## config.mk

```make
export PLATFORM = sky130hd
export DESIGN_NAME = sprite_spawner
export DESIGN_NICKNAME = d
export VERILOG_FILES = /design/src/rtl/sprite_spawner.sv
export SDC_FILE = /design/constraint.sdc
export NUM_CORES = 1
export LEC_CHECK = 0
export ABC_AREA = 1
export BUFFER_PORTS_ARGS = -buffer_cell sky130_fd_sc_hd__buf_2
export CORE_MARGIN = 5
export CORE_UTILIZATION = 35
export DETAILED_ROUTE_END_ITERATION = 10
export SYNTH_ARGS = -nofsm -noshare
export SYNTH_HDL_FRONTEND = slang
export SYNTH_SLANG_ARGS = --single-unit
export TNS_END_PERCENT = 10
```

## constraint.sdc

```tcl
create_clock -name clk -period 5.08 [get_ports clk]
set_clock_uncertainty 0.15 [all_clocks]
set_input_delay 0.508 -clock clk [delete_from_list [all_inputs] [get_ports clk]]
set_output_delay 0.508 -clock clk [all_outputs]
set_load 0.01 [all_outputs]
```

## src/rtl/sprite_spawner.sv

```systemverilog
// Straight-line sprite motion: moves (hoffset, voffset) from SRC to DST over STEP ticks, then idles.
// Latency: outputs registered, one edge from en to the first in-flight value; flight lasts STEP+1 edges.
// Backpressure: none; en is a request sampled only in IDLE and ignored for the whole flight.
//
// Ports:
//   clk     - tick clock (frame strobe in the game); all state changes on its rising edge
//   rst     - synchronous active-high reset, overrides everything including a flight in progress
//   en      - spawn request
//   hoffset - current horizontal offset, signed HWIDTH bits
//   voffset - current vertical offset, signed VWIDTH bits
//   active  - high while the object is in flight (used for mutual exclusion between spawners)
module sprite_spawner #(
    parameter int                        HWIDTH = 12,
    parameter int                        VWIDTH = 12,
    parameter logic signed [HWIDTH-1:0]  HSRC   = '0,
    parameter logic signed [VWIDTH-1:0]  VSRC   = VWIDTH'(-140),
    parameter logic signed [HWIDTH-1:0]  HDST   = '0,
    parameter logic signed [VWIDTH-1:0]  VDST   = VWIDTH'(220),
    parameter int                        STEP   = 32    // power of two, >= 2
) (
    input  logic                     clk,
    input  logic                     rst,
    input  logic                     en,
    output logic signed [HWIDTH-1:0] hoffset,
    output logic signed [VWIDTH-1:0] voffset,
    output logic                     active
);

    localparam int SH  = $clog2(STEP);
    localparam int KW  = SH + 1;              // holds 0..STEP inclusive
    localparam int HPW = HWIDTH + 1 + KW;     // full-width product, cannot overflow
    localparam int VPW = VWIDTH + 1 + KW;

    typedef enum logic {IDLE, MOVE} phase_t;

    phase_t          phase;
    logic [KW-1:0]   k;
    logic [KW-1:0]   k_next;

    // Deltas carry one extra bit so DST-SRC never overflows.
    logic signed [HWIDTH:0]     hdelta;
    logic signed [VWIDTH:0]     vdelta;
    logic signed [HPW-1:0]      hd_ext, hk_ext, hprod, hquot;
    logic signed [VPW-1:0]      vd_ext, vk_ext, vprod, vquot;
    logic signed [HWIDTH-1:0]   hpos;
    logic signed [VWIDTH-1:0]   vpos;

    assign k_next = k + KW'(1);

    assign hdelta = {HDST[HWIDTH-1], HDST} - {HSRC[HWIDTH-1], HSRC};
    assign vdelta = {VDST[VWIDTH-1], VDST} - {VSRC[VWIDTH-1], VSRC};

    // Position for the step being entered. The arithmetic shift of the
    // signed product gives floor division (toward -inf), so negative
    // deltas round down, and k=STEP lands exactly on DST.
    always_comb begin
        hd_ext  = HPW'(hdelta);
        hk_ext  = HPW'({1'b0, k_next});
        hprod   = hd_ext * hk_ext;
        hquot   = hprod >>> SH;
        hpos    = HSRC + hquot[HWIDTH-1:0];

        vd_ext  = VPW'(vdelta);
        vk_ext  = VPW'({1'b0, k_next});
        vprod   = vd_ext * vk_ext;
        vquot   = vprod >>> SH;
        vpos    = VSRC + vquot[VWIDTH-1:0];
    end

    always_ff @(posedge clk) begin
        if (rst) begin
            phase   <= IDLE;
            k       <= '0;
            active  <= 1'b0;
            hoffset <= HSRC;
            voffset <= VSRC;
        end else begin
            case (phase)
                IDLE: begin
                    // Outputs already sit at SRC; only active changes on launch.
                    k       <= '0;
                    hoffset <= HSRC;
                    voffset <= VSRC;
                    if (en) begin
                        phase  <= MOVE;
                        active <= 1'b1;
                    end else begin
                        active <= 1'b0;
                    end
                end
                MOVE: begin
                    if (k == KW'(STEP)) begin
                        // Final edge: en is deliberately not looked at here,
                        // so a restart always costs one idle edge.
                        phase   <= IDLE;
                        k       <= '0;
                        active  <= 1'b0;
                        hoffset <= HSRC;
                        voffset <= VSRC;
                    end else begin
                        k       <= k_next;
                        hoffset <= hpos;
                        voffset <= vpos;
                    end
                end
                default: begin
                    phase   <= IDLE;
                    k       <= '0;
                    active  <= 1'b0;
                    hoffset <= HSRC;
                    voffset <= VSRC;
                end
            endcase
        end
    end

endmodule

```

# After elaboration in Yosys (flattened, before gate mapping)
# Cells that the tools add are included.
# totals
ff_bits	20
out_inout_bits	25
elab_cells	19
# op_classes
add_sub_neg	2
n_mul	1
eq_ne	2
mux	9
bitwise	1
# op_table
op	n
case mux 12 bit (2 select lines)	1
adder 9 x 11 -> 12 bit, first input constant	1
multiplier 6 x 6 -> 12 bit, first input constant	1
two-way mux 12 bit	1
case mux 6 bit (2 select lines)	1
adder 6 x 1 -> 6 bit, second input constant	1
equality test 6 bit, second input constant	1
two-way mux 6 bit	1
case mux 1 bit (2 select lines)	2
two-way mux 1 bit	3
!= test 2 x 1 -> 1 bit, second input constant	1
inverter 1 bit	1

# Longest topological paths before layout
# Gate-level depths: netlist of run 1.
# logic_depth
word_depth	5
ltp_mapped	21
ltp_nobuf	20

# Least setup slack after synthesis of run 1
# No wires, ideal clock.
# synth_path
kind	register to register
from	register k[0]
to	register voffset[10]
t_arrival_ps	3404
t_required_ps	4863
setup_slack_ps	1459
path_stages_with_launch	18
synth_period_minus_slack_ps	3621
cell_sequence	dfxtp_1 -> clkbuf_2 -> nand3_1 -> nand3b_1 -> xor2_1 -> inv_1 -> ha_1 -> ha_1 -> inv_1 -> fa_1 -> fa_1 -> inv_1 -> ha_1 -> nor2_1 -> nand3_1 -> nand2_1 -> nand2_1 -> o21ai_2
# synth_via
elab_chain_cells	5
word_cells_on_any_way	6
cone_classes	2 x add/sub; 1 x mul; 1 x eq/ne; 2 x mux
# synth_rtl
element	line	rtl
from (decl)	37	logic [KW-1:0] k;
from (signal assigned)	101	k <= k_next;
adder 6 x 1 -> 6 bit	48	assign k_next = k + KW'(1);
via k_next[5]	38	logic [KW-1:0] k_next;
multiplier 6 x 6 -> 12 bit	65	vprod = vd_ext * vk_ext;
adder 9 x 11 -> 12 bit	67	vpos = VSRC + vquot[VWIDTH-1:0];
two-way mux 12 bit	92	if (k == KW'(STEP)) begin
case mux 12 bit (2 select lines)	78	case (phase)
to (signal assigned)	103	voffset <= vpos;
to (decl)	25	output logic signed [VWIDTH-1:0] voffset,
# The timed path passes the listed nets, and every way through them passes these cells.
# A chain may end at the register's enable or synchronous reset.

# Worst setup path in the final report of run 1
# layout_path
from	register k[0]
to	register voffset[8]
# Same word-level chain as after synthesis.

==> results of run 1 <==
## Yosys cell counts
cell type and number:
inv_1 49, nand2_1 37, ha_1 25, dfxtp_1 20
nand3_1 17, buf_4 13, nor2_1 13, a21oi_1 6
fa_1 6, xor2_1 5, nand3b_1 3, nand4_1 2
o21ai_0 2, xnor2_1 2, a21oi_2 1, clkbuf_2 1
conb_1 1, inv_2 1, nand2_2 1, nand3_2 1
nor3_2 1, o21ai_2 1, o31ai_1 1, or2_2 1
## kinds of logic (layout without fill, tap and decap cells)
family	after synthesis	count (layout)	synth area share, %
adders and majority gates	31	31	27.2
DFF	20	20	25.1
AOI/OAI and AO/OA	11	11	4.08
xor gates and xnor gates	7	7	3.85
buffers and inverters	64	69	18.2
other	1	12	0.235
and+or+nand+nor	76	76	21.4
## critical path, delay by kind of cell (launching register included)
family,cells,cell delay [ns]
adders and majority gates,5,1.88
xor gates and xnor gates,2,0.69
and+or+nand+nor,6,0.54
DFF,1,0.46
buffers and inverters,2,0.11
## registers in the layout (all words and copies together), names as in the netlist
| name | cells |
|---|---|
| voffset | 12 |
| phase | 1 |
| active | 1 |
| k | 6 |
## cell type report
type,count,area [sq um]
Inverter,50,188
Fill cell,460,2660
Clock buffer,4,55.1
Timing Repair Buffer,15,75.1
Sequential cell,20,400
Tap cell,52,65.1
Multi-Input combinational cell,137,945
## power by group
part           switching, mW  internal [mW]
clock                 0.0533         0.0691
combinational         0.0349         0.0195
sequential           0.00275          0.163
## worst paths after layout
kind | endpoint | depth (start not counted) | slack, ns
max | voffset[8] | 15 | 1.13
min reg2reg | active | 2 | 0.34
min | active | 2 | 0.34
max reg2reg | voffset[8] | 15 | 1.13
## per-stage QoR
step	cell area (sq um)	setup WS (ns)	utilization, %
floorplan	1640	1.46	-
global placement	1670	1.10	38.2
detailed placement	1670	1.11	38.2
CTS	1730	1.09	39.4
global route	1730	0.778	39.4
finish	1730	1.13	39.4
## per-layer routing
| metal | share of wire, % | GRT usage [%] |
|---|---|---|
| met1 | 49 | 11.5 |
| met2 | 44 | 14.6 |
| met3 | 5.9 | 2.78 |
| met4 | 1.6 | 3.09 |
| met5 | 0 | 0 |
## placed cells by master, fill, tap and decap left out, types with 3 or more instances in the layout
cell,count
nor2_1,13
dfxtp_1,20
nand3b_1,3
conb_1,12
inv_1,49
nand3_1,17
clkbuf_8,4
a21oi_1,6
fa_1,6
buf_2,15
nand2_1,37
xor2_1,5
ha_1,25
==> results.toml, run 1 <==
[status]
status = "finished clean"

[run]
maxCapViolations = 0

[critical_path]
slowest_stage = "fa_1"
end_kind = "flip-flop"
crit_path_max_incr_delay_ns = 0.55
rr_startpoint = "k[0]"
cp_cell_sequence = "ha_1, nand3_1, xor2_1, ha_1, inv_1, fa_1, fa_1, inv_1, ha_1, xnor2_1, nor2_1, nand3_1, nand2_1, nand2_1, nand3_1"
crit_path_start_kind = "flip-flop"
crit_type = "reg -> reg"
crit_start = "k[0]"
required_ns = 5.08
path_max_fanout = 7
arrival_ns = 3.95

[detailed_routing]
drt_wl_total_mm = 2.57
drc = 0
drtIter0Drc = 37
firstDrtPassIters = 4
vias = 1187
post_drt_via_cell_ratio = 4.27
routedWlPerCell_um = 9.26
ant_nets = 0

[placement]
hpwlAfterDp_mm = 2.22
gp_congestion = 0.778
dp_cells = 274
io_buffers = 15

[clocking]
cts_tree = "yes"
root_buffer = "clkbuf_8"
cts_max_level = 1
cts_made_buffers = 3
post_cts_buffers = 0
clock_latency_ns = 0.26
post_cts_resized = 0
hold_buffers = 0
numClockSinks = 20
clockBufferDepth = 2
cts.clk_slew.worst_paths_ns = 0.07

[die]
initial_core_util_pct = 36.4
core_sq_um = 4380
ioPinCount = 28
die-area_sq_um = 6000
die_w_um = 77.5
die_y_um = 77.5
fp-row-count = 24

[timing]
fmax_mhz = 253
hold_violations = 0
fin_crit_ns = 3.95
final.setup.tns_ns = 0
period_share_pct = 77.8
rsz0062_at_grt = "false"
finalSetupViolCount = 0
holdWs_ns = 0.336
report.final.slew_viol_count = 0

[global_route]
grt_max_degree = 13
grt_antenna_before_repair = 0
grt.total_usage_pct = 9.05
grt_pass1_wl_mm = 4.50
grt_overflow = 0
grt_pass1_vias = 1076

[yosys]
synth_area_leaders = "dfxtp_1 25%, ha_1 20%, inv_1 12%"
avgSynthCellArea_sq_um = 7.59
synth.distinct_cells = 24
yosysSeqAreaShare_pct = 25.1
yosysTopAreaCell = "dfxtp_1"
ys_seq_elements = 20
yosysTopAreaCellShare_pct = 25.1
syn_inst = 210
ys_warn_count = 0
syn-cell-area_sq_um = 1590

[final_layout]
fin_cells = 278
drive_gt1_share_pct = 11.5
diodes = 0
finalNetCount = 261
area_growth_pct = 8.40

[pwr]
p_per_area_nw_per_um2 = 198
irDropWorstVdd_mv = 0.120
p_total_mw = 0.343
p_leak_nw = 1.01

[min_path]
hp-start = "active"
hp-class = "reg -> reg"
Power figures use the tool's default switching activity.
==> run 2, diff against run 1 <==
clock period = 3.8 ns   (was 5.08 ns; I/O delays follow)
==> run 2 against run 1 <==
Compared with the run above:
- cell area is 13% higher
- critical path type unchanged
- total power is 53% higher
- first-iteration DRC count is 30% lower
- global-route usage hardly changed
- die area stayed put
- highest routed layer unchanged
- sequential cell count stayed put
==> results.toml, run 2 (synthesis gave the netlist of run 1 again) <==
[critical_path]
end_kind = "flip-flop"
slowest_stage = "fa_2"
r2r_cells = 16
crit_path_start_kind = "flip-flop"
crit_path_max_incr_delay_ns = 0.57
required_ns = 3.85
crit_type = "reg -> reg"
path_max_fanout = 4
cp_cell_sequence = "nand3_1, nand3b_1, xor2_2, inv_2, ha_4, ha_1, inv_1, fa_2, fa_2, inv_1, ha_1, nor2_2, nand3_2, nand2_1, nand2_2, o21ai_2"
arrival_ns = 3.64

[final_layout]
largest-register = "voffset"
drive_gt1_share_pct = 23.9
largest_register_ffs = 12
final_common_cell = "inv_1"
finalNetCount = 273
area_growth_pct = 22.7
layout_common_cells = "48 x inv_1, 35 x nand2_1, 19 x ha_1"
reg.largest.list = "voffset x12, k x6"
diodes = 0
stdcell_area_sq_um = 1960

[detailed_routing]
vias = 1216
drt_wl_total_mm = 2.78
post_drt_via_cell_ratio = 4.19
firstDrtPassIters = 4
ant_nets = 0
routedWlPerCell_um = 9.57
drc = 0
drtIter0Drc = 26

[pwr]
p_per_area_nw_per_um2 = 268
p_total_mw = 0.523
p_leak_nw = 1.08
irDropWorstVdd_mv = 0.128

[global_route]
grt_max_degree = 13
grt_pass1_wl_mm = 4.54
grt_overflow = 0
grt_antenna_before_repair = 0
grt.total_usage_pct = 9.05
grt_pass1_vias = 1102

[timing]
fin_crit_ns = 3.59
holdWs_ns = 0.230
hold_violations = 0
finalSetupViolCount = 0
report.final.slew_viol_count = 0
final.setup.tns_ns = 0
fin_ws_ns = 0.212
fmax_mhz = 279
period_share_pct = 94.4

[die]
ioPinCount = 28
die_w_um = 77.5
core_sq_um = 4380
die_y_um = 77.5
initial_core_util_pct = 36.4
fp-row-count = 24
die-area_sq_um = 6000

[clocking]
cts.clk_slew.worst_paths_ns = 0.08
clockBufferDepth = 2
cts_made_buffers = 3
cts_tree = "yes"
root_buffer = "clkbuf_8"
cts_max_level = 1
numClockSinks = 20
clock_latency_ns = 0.26

[placement]
pre_cts_ws_ns = 0.0378
io_buffers = 15
gp_congestion = 0.790
hpwlAfterDp_mm = 2.27
place_area_sq_um = 1760

[status]
status = "finished clean"

[run]
maxCapViolations = 0

[min_path]
hp-class = "in -> reg"
whs_path_depth = 3
## run 2: changes by cell type in the layout (fill, tap and decap cells not counted), sizes merged
cell and change:
buf +12, bufinv +1, clkbuf -1
## run 2: report_power, final
group,internal [mW],switching [mW]
registers,0.218,0.00286
logic,0.0361,0.0523
clock network,0.141,0.0735
## run 2: cell type report
class / count / area [sq um]
Fill cell: 446 / 2430
Multi-Input combinational cell: 137 / 1060
Sequential cell: 20 / 405
Inverter: 50 / 188
Timing Repair Buffer: 27 / 165
Tap cell: 52 / 65.1
Clock buffer: 3 / 41.3
Clock inverter: 1 / 30.0
## run 2: critical path, delay by kind of cell, from the launching register on
kind | cells | cell delay (ns)
AOI/OAI and AO/OA | 1 | 0.10
DFF | 1 | 0.36
adders and majority gates | 5 | 1.77
xor gates and xnor gates | 1 | 0.25
and+or+nand+nor | 6 | 0.71
buffers and inverters | 3 | 0.20
## run 2: timing repair
action                     CTS  global route
setup endpoints to repair    0             7
buffers inserted             0             1
hold buffers                 0             0
gates resized for setup      0            22
## run 2: worst paths after layout
path              startpoint           to  slack (ns)
setup / recovery        k[1]  voffset[10]        0.21
hold / removal            en        phase        0.23
setup reg to reg        k[1]  voffset[10]        0.21
hold reg to reg         k[0]         k[0]        0.29
## run 2: per-stage QoR
stage,utilization (%),instances
final,44.6,290
after global routing,44.6,290
after global placement,40.0,285
after detailed placement,40.0,285
after CTS,41.7,289
after floorplan,-,221
## run 2: routing by layer
layer  part of all wire, %  routed length [um]  GRT usage (%)
met5                     0                   0              0
met4                   1.2                  34           2.58
met3                   5.4                 150           2.55
met2                    47                1310           15.2
met1                    46                1280           11.2
==> run 3, diff against run 2 <==
BUFFER_PORTS_ARGS = default   (was -buffer_cell sky130_fd_sc_hd__buf_2)
DONT_BUFFER_PORTS = 1   (was default)
==> run 3 against run 2 <==
Compared with the run above:
- via count rose by 1.3%
- sequential power rose by 2%
- combinational power fell by 11%
- critical path type unchanged
- fmax fell by 1.5%
==> results.toml, run 3 (synthesis gave the netlist of run 1 again) <==
[detailed_routing]
vias = 1232
ant_nets = 0
drt_wl_total_mm = 2.84
firstDrtPassIters = 4
drtIter0Drc = 52
routedWlPerCell_um = 10.2
post_drt_via_cell_ratio = 4.42
drc = 0

[final_layout]
nFillCells = 428
ff_latch_area_sq_um = 408
drive_gt1_share_pct = 21.6
layout_common_cells = "48 x inv_1, 34 x nand2_1, 18 x ha_1, 18 x dfxtp_1, 16 x buf_4"
multi_input_area_sq_um = 1070
finalNetCount = 262
final_common_cell = "inv_1"
fin_cells = 279
largest_register_ffs = 12
largest-register = "voffset"
diodes = 0
area_growth_pct = 20.3
reg.largest.list = "voffset x12, k x6"

[critical_path]
crit_path_max_incr_delay_ns = 0.51
cpLargestDelayFamily = "adder cells"
crit_top_cell = "inv_1"
end_kind = "flip-flop"
crit_path_start_kind = "flip-flop"
arrival_ns = 3.64
crit_buf_inv = 7
cp_cell_sequence = "ha_4, nand3_2, xor2_2, buf_4, buf_4, ha_1, inv_1, fa_1, inv_1, ha_2, inv_1, fa_2, inv_1, buf_4, a21oi_4, nand3_2, nand2_2, nand2_1, nand2_1, nand3_1"
required_ns = 3.79
crit_type = "reg -> reg"
slowest_stage = "fa_2"
path_max_fanout = 6

[die]
core_sq_um = 4380
ioPinCount = 28
die_y_um = 77.5
initial_core_util_pct = 36.4
die-area_sq_um = 6000
die_w_um = 77.5
fp-row-count = 24

[clocking]
root_buffer = "clkbuf_8"
clock_latency_ns = 0.26
clockBufferDepth = 2
numClockSinks = 20
cts.clk_slew.worst_paths_ns = 0.08
cts_made_buffers = 3
cts_max_level = 1
cts_tree = "yes"
hold_buffers = 0

[pwr]
p_total_mw = 0.517
irDropWorstVdd_mv = 0.113
p_per_area_nw_per_um2 = 270
p_leak_nw = 1.05

[timing]
fin_ws_ns = 0.159
hold_violations = 0
final.setup.tns_ns = 0
fmax_mhz = 275
finalSetupViolCount = 0
report.final.slew_viol_count = 0
period_share_pct = 95.8
fin_crit_ns = 3.64

[placement]
gp_congestion = 0.815
pre_cts_ws_ns = -0.109
hpwlAfterDp_mm = 2.29
io_buffers = 0
dp_cells = 270

[global_route]
grt_pass1_vias = 1101
grt_max_degree = 13
grt_antenna_before_repair = 0
grt_overflow = 0
grt.total_usage_pct = 8.91
grt_pass1_wl_mm = 4.49

[min_path]
hp-class = "in -> reg"

[run]
maxCapViolations = 0

[status]
status = "finished clean"
==> run 3: path summary, 6_finish.rpt <==
path                            from         end  slack [ns]  depth (start not counted)
worst max-delay path            k[0]  voffset[9]        0.16                         20
worst min-delay path              en       phase        0.14                          2
worst max register to register  k[0]  voffset[9]        0.16                         20
worst min register to register  k[0]        k[0]        0.33                          1
==> run 3: per-stage QoR <==
stage | util [%] | hold WS, ns | instance area [sq um]
4_1_cts | 40.5 | 0.136 | 1780
3_3_place_gp | 38.3 | 0.333 | 1680
5_1_grt | 43.8 | 0.163 | 1920
2_1_floorplan | - | 0.332 | 1640
6_report | 43.8 | 0.139 | 1920
3_5_place_dp | 38.3 | 0.359 | 1680
==> run 3: power by group <==
group | total [mW] | internal (mW) | switching (mW)
registers | 0.226 | 0.218 | 0.00807
clock network | 0.213 | 0.141 | 0.0726
logic | 0.0783 | 0.0314 | 0.0469
total | 0.517 | 0.390 | 0.128
==> run 3: what timing repair did <==
item                                    4_1_cts  5_1_grt
resized for setup                             2       25
setup buffers                                 2        3
pin swaps                                     1        5
cloned                                        0        0
endpoints found under the setup margin        6        8
==> run 3: final cells by class <==
type / instances / area share [%]
inverter: 50 / 9.78
tap: 52 / 3.39
multi-input combinational: 137 / 55.6
sequential: 20 / 21.3
timing repair buffer: 16 / 6.26
clock buffer: 3 / 2.15
clock inverter: 1 / 1.57
==> run 3: metal layers <==
layer,GRT usage [%],share of wire [%],up-vias
li1,-,-,650
met1,10.4,46,557
met2,16.3,49,21
met3,2.78,4.9,4
met4,1.03,0.70,0
met5,0,0,-
